===== src/rtl/mem_arbiter.sv =====
// Miss handler serializing I/D line fills and dirty write-backs
// onto one main-memory port; drives the global pipeline ready.
module mem_arbiter #(
   parameter int ADDR_W     = 16,
   parameter int LINE_WORDS = 4,
   parameter int LINE_W     = 16 * LINE_WORDS,
   parameter int MM_ADDR_W  = ADDR_W - $clog2(LINE_WORDS)
) (
   input  logic                 clk,
   input  logic                 rst_n,
   input  logic                 i_miss,
   input  logic [ADDR_W-1:0]    i_addr,
   input  logic                 d_miss,
   input  logic                 d_dirty,
   input  logic [ADDR_W-1:0]    d_addr,
   input  logic [ADDR_W-1:0]    d_evict_addr,
   input  logic [LINE_W-1:0]    d_evict_line,
   output logic [LINE_W-1:0]    fill_line,
   output logic                 i_fill_we,
   output logic                 d_fill_we,
   output logic                 mm_re,
   output logic                 mm_we,
   output logic [MM_ADDR_W-1:0] mm_addr,
   output logic [LINE_W-1:0]    mm_wdata,
   input  logic [LINE_W-1:0]    mm_rdata,
   input  logic                 mm_rdy,
   output logic                 ready
);

   localparam int OFF = $clog2(LINE_WORDS);

   localparam logic [2:0] S_IDLE   = 3'd0;
   localparam logic [2:0] S_D_WB   = 3'd1;
   localparam logic [2:0] S_D_FILL = 3'd2;
   localparam logic [2:0] S_I_FILL = 3'd3;
   localparam logic [2:0] S_DONE   = 3'd4;

   logic [2:0]           r_state;
   logic [MM_ADDR_W-1:0] r_d_line;

   logic [MM_ADDR_W-1:0] w_i_line;
   logic [MM_ADDR_W-1:0] w_d_line;
   logic [MM_ADDR_W-1:0] w_ev_line;
   logic                 w_unused;

   assign w_i_line  = i_addr[ADDR_W-1:OFF];
   assign w_d_line  = d_addr[ADDR_W-1:OFF];
   assign w_ev_line = d_evict_addr[ADDR_W-1:OFF];
   assign w_unused  = ^{i_addr[OFF-1:0], d_addr[OFF-1:0],
                        d_evict_addr[OFF-1:0]};

   assign ready = (r_state == S_IDLE) & ~i_miss & ~d_miss & rst_n;

   always_ff @(posedge clk or negedge rst_n) begin
      if (!rst_n) begin
         r_state   <= S_IDLE;
         r_d_line  <= '0;
         fill_line <= '0;
         i_fill_we <= 1'b0;
         d_fill_we <= 1'b0;
         mm_re     <= 1'b0;
         mm_we     <= 1'b0;
         mm_addr   <= '0;
         mm_wdata  <= '0;
      end else begin
         i_fill_we <= 1'b0;
         d_fill_we <= 1'b0;
         case (r_state)
            S_IDLE: begin
               // D first: it belongs to the older instruction
               if (d_miss && d_dirty) begin
                  r_state  <= S_D_WB;
                  mm_we    <= 1'b1;
                  mm_addr  <= w_ev_line;
                  mm_wdata <= d_evict_line;
                  r_d_line <= w_d_line;
               end else if (d_miss) begin
                  r_state  <= S_D_FILL;
                  mm_re    <= 1'b1;
                  mm_addr  <= w_d_line;
                  r_d_line <= w_d_line;
               end else if (i_miss) begin
                  r_state <= S_I_FILL;
                  mm_re   <= 1'b1;
                  mm_addr <= w_i_line;
               end
            end
            S_D_WB: begin
               if (mm_rdy) begin
                  r_state <= S_D_FILL;
                  mm_we   <= 1'b0;
                  mm_re   <= 1'b1;
                  mm_addr <= r_d_line;
               end
            end
            S_D_FILL, S_I_FILL: begin
               if (mm_rdy) begin
                  r_state   <= S_DONE;
                  mm_re     <= 1'b0;
                  fill_line <= mm_rdata;
                  d_fill_we <= (r_state == S_D_FILL);
                  i_fill_we <= (r_state == S_I_FILL);
               end
            end
            S_DONE: r_state <= S_IDLE;
            default: begin
               r_state <= S_IDLE;
               mm_re   <= 1'b0;
               mm_we   <= 1'b0;
            end
         endcase
      end
   end

endmodule


===== config.mk =====
export PLATFORM = sky130hd
export DESIGN_NAME = mem_arbiter
export DESIGN_NICKNAME = d
export VERILOG_FILES = /design/src/rtl/mem_arbiter.sv
export SDC_FILE = /design/constraint.sdc
export NUM_CORES = 1
export LEC_CHECK = 0
export ABC_AREA = 0
export CAP_MARGIN = 20
export CORE_AREA = 2 2 127 129
export DETAILED_ROUTE_END_ITERATION = 8
export DIE_AREA = 0 0 129 131
export GPL_TIMING_DRIVEN = 0
export PLACE_DENSITY_LB_ADDON = 0.08
export SLEW_MARGIN = 5
export SYNTH_ARGS = -nofsm -noshare
export SYNTH_HDL_FRONTEND = slang
export SYNTH_SLANG_ARGS = --single-unit

===== constraint.sdc =====
create_clock -name clk -period 5.1 [get_ports clk]
set_clock_uncertainty 0.05 [all_clocks]
set_input_delay 1.02 -clock clk [delete_from_list [all_inputs] [get_ports clk]]
set_output_delay 1.02 -clock clk [all_outputs]
set_load 0.02 [all_outputs]

==> results.sh <==
export IMPL_hold_viol_final=0
export IMPL_wl_per_cell_um=17.87
export IMPL_cts_clk_slew_worst_paths_ns=0.06
export IMPL_netlist_area_mm2=0.006680
export IMPL_gp_congestion=0.8202
export IMPL_cts_sinks=163
export IMPL_setup_viol=0
export IMPL_slowest_delay_ns=0.58
export IMPL_swShare_pct=34.03
export IMPL_post_cts_repair_setup_buffers=0
export IMPL_antenna_found_initial=1
export IMPL_slew_headroom_pct=61.94
export IMPL_end_kind="primary output"
export IMPL_cp_max_fo=10
export IMPL_place_hpwl_um=14100
export IMPL_layout_setup_ws_ns=0.6966
export IMPL_die_h_um=131
export IMPL_ys_types=29
export IMPL_pwr_share_comb_pct=47.3
export IMPL_powerDensity_mw_per_mm2=656.2
export IMPL_fill_cells=1141
export IMPL_period_needed_ns=4.403
export IMPL_clock_latency_ns=0.42
export IMPL_vias=4920
export IMPL_p_int_mw=4.715
export IMPL_clkPwrFrac_pct=20.7
export IMPL_first_pass_iters=4
export IMPL_cts_buffers=17
export IMPL_outcome="completed"
export IMPL_cts_tree="built"
export IMPL_htreeDepth=4
export IMPL_path_cells="clkdlybuf4s50_1 -> clkbuf_1 -> clkbuf_1 -> nor2_1 -> and4b_1 -> clkdlybuf4s50_1"
export IMPL_cts_repair_resized=0
export IMPL_max_vdd_ir_drop_uv=263.3
export IMPL_slew_violations=0
export IMPL_mostFrequentLayoutCell="clkdlybuf4s50_1"
export IMPL_p_leak_nw=4.525
export IMPL_grt_pass1_vias=5125
export IMPL_finalSetupTns_ns=0
export IMPL_drv_cap=0
export IMPL_critPathRequiredTime_ns=4.03
export IMPL_grt_util_all_layers_pct=21.54
export IMPL_via_per_inst=4.819
export IMPL_max_slew_worst_pin_slew_ns=0.5709
export IMPL_die_area_mm2=0.01690
export IMPL_crit_family="buffers and inverters"
export IMPL_row_count=46
export IMPL_io_pins=329
export IMPL_routed_wirelength_um=18250
export IMPL_startpoint_type="primary input"
export IMPL_netlist_instances=450
export IMPL_dieWidth_um=129
export IMPL_grt_overflow_total=0
export IMPL_hp_class="reg -> reg"
export IMPL_cp_arrival_ns=3.33
export IMPL_initial_utilization_pct=42.83
export IMPL_final_util_pct=69.82
export IMPL_grt_max_degree=93
export IMPL_grt_pass1_wl_um=27430
export IMPL_drc=0
export IMPL_seqPwrFrac_pct=32.0
export IMPL_final_cell_mix="clkdlybuf4s50_1 (320), dfrtp_1 (163), mux2_2 (132)"
export IMPL_fmax_mhz=227.1
export IMPL_synth_top_cell_area_share_pct=61.06
export IMPL_drive_gt1_share_pct=24.75
export IMPL_criticalPathCategory="in -> out"
export IMPL_clockBufferDepth=2
export IMPL_ys_seq_area_share_pct=61.06
export IMPL_num_nets_final=973
export IMPL_cpMaxStageDelayCell="clkdlybuf4s50_1"
export IMPL_finalCritPeriodShare_pct=86.34
export IMPL_drt_iter0_drc=194
export IMPL_core_mm2=0.01560
export IMPL_cts_root_buf="clkbuf_16"
export IMPL_crit_buf_inv=4
export IMPL_syn_to_final_growth_pct=63.03
export IMPL_power_mw=7.147
export IMPL_yosysWarnings=0
export IMPL_syn_nets=632
export IMPL_place_ws_ns=0.7248
export IMPL_numPortBuffers=321
export IMPL_yosys_area_top_type="dfrtp_1"
export IMPL_drtAntennaViolNets=0
export IMPL_power_switching_mw=2.432
export IMPL_avgSynthCellArea_um2=14.84
export IMPL_synth_area_leaders="dfrtp_1 (61%), mux2_2 (22%), mux2i_1 (2.1%)"
export IMPL_rsz0062_at_grt="no"
export IMPL_ys_ff_latch=163
export IMPL_ctsHoldBuffers=0
[Yosys cell counts, drive strengths merged]
master and instances:
dfrtp 163, mux2 142, a31oi 28, buf 25, nor2 19, nand2 16
a211o 14, mux2i 14, clkbuf 6, o21ai 4, a21oi 2, and2 2
nand2b 2, nor2b 2, a22oi 1, and3 1, and3b 1, and4b 1
inv 1, nor3 1, nor3b 1, nor4b 1, o311ai 1, or2b 1
or3 1
[flip-flops by register name, indices dropped and copies added, names as in the netlist]
register and count:
d_fill_we 1, fill_line 64, i_fill_we 1, mm_addr 14, mm_re 1, mm_wdata 64
mm_we 1, r_d_line 14, r_state 3
[logic make-up after synthesis]
| kind of cell | synth area share (%) |
|---|---|
| muxes | 26.03 |
| and+or+nand+nor | 3.896 |
| buffers and inverters | 3.296 |
| AOI/OAI and AO/OA | 5.713 |
| DFF | 61.06 |
[layout make-up]
class,instances,area [um2],area share [%]
antenna,1,2.502,0.02298
buffer,31,216.5,1.988
clock buffer,21,470.5,4.320
clock inverter,11,221.5,2.034
inverter,1,3.754,0.03447
multi-input combinational,255,2381,21.86
sequential,163,4079,37.45
tap,216,270.3,2.482
timing repair buffer,322,3246,29.80
[power groups by stage]
stage | logic (mW) | clock network (mW) | registers, mW
4_1_cts | 3.43 | 1.50 | 2.29
5_1_grt | 3.58 | 1.55 | 2.38
6_report | 3.38 | 1.48 | 2.29
3_3_place_gp | 3.35 | 0 | 2.27
3_5_place_dp | 3.41 | 0 | 2.31
2_1_floorplan | 1.04 | 0 | 3.01
[stage by stage]
step / cells / hold WS (ns) / area, um2
floorplan: 450 / 0.4306 / 6680
global placement: 987 / 0.4222 / 10160
detailed placement: 988 / 0.4246 / 10200
CTS: 1020 / 0.4391 / 10890
global route: 1021 / 0.4630 / 10890
finish: 1021 / 0.4353 / 10890
[path summary, 6_finish.rpt]
kind / from / endpoint / slack [ns] / cells past startpoint
min in group asynchronous: rst_n / fill_line[43] / 0.50 / 1
max in group asynchronous: rst_n / mm_wdata[45] / 3.66 / 2
worst max-delay path: d_miss / ready / 0.70 / 6
worst min register to register: mm_wdata[12] / mm_wdata[12] / 0.44 / 1
worst max register to register: r_state[1] / mm_wdata[6] / 3.18 / 6
worst min-delay path: mm_wdata[12] / mm_wdata[12] / 0.44 / 1
[worst register-to-register path, cell delays in order (launching register included)]
cell	delay, ns
dfrtp_1	0.35
buf_2	0.18
nor2_1	0.29
and3b_1	0.24
buf_6	0.18
buf_6	0.17
mux2_1	0.34
[metal layers]
| metal | GRT usage [%] | part of all wire (%) | vias to the layer above |
|---|---|---|---|
| met2 | 39.37 | 53 | 204 |
| met4 | 9.399 | 2.9 | 0 |
| met5 | 0 | 0 | - |
| li1 | - | - | 2300 |
| met3 | 6.433 | 7.3 | 30 |
| met1 | 23.17 | 37 | 2386 |
Power figures use the tool's default switching activity.
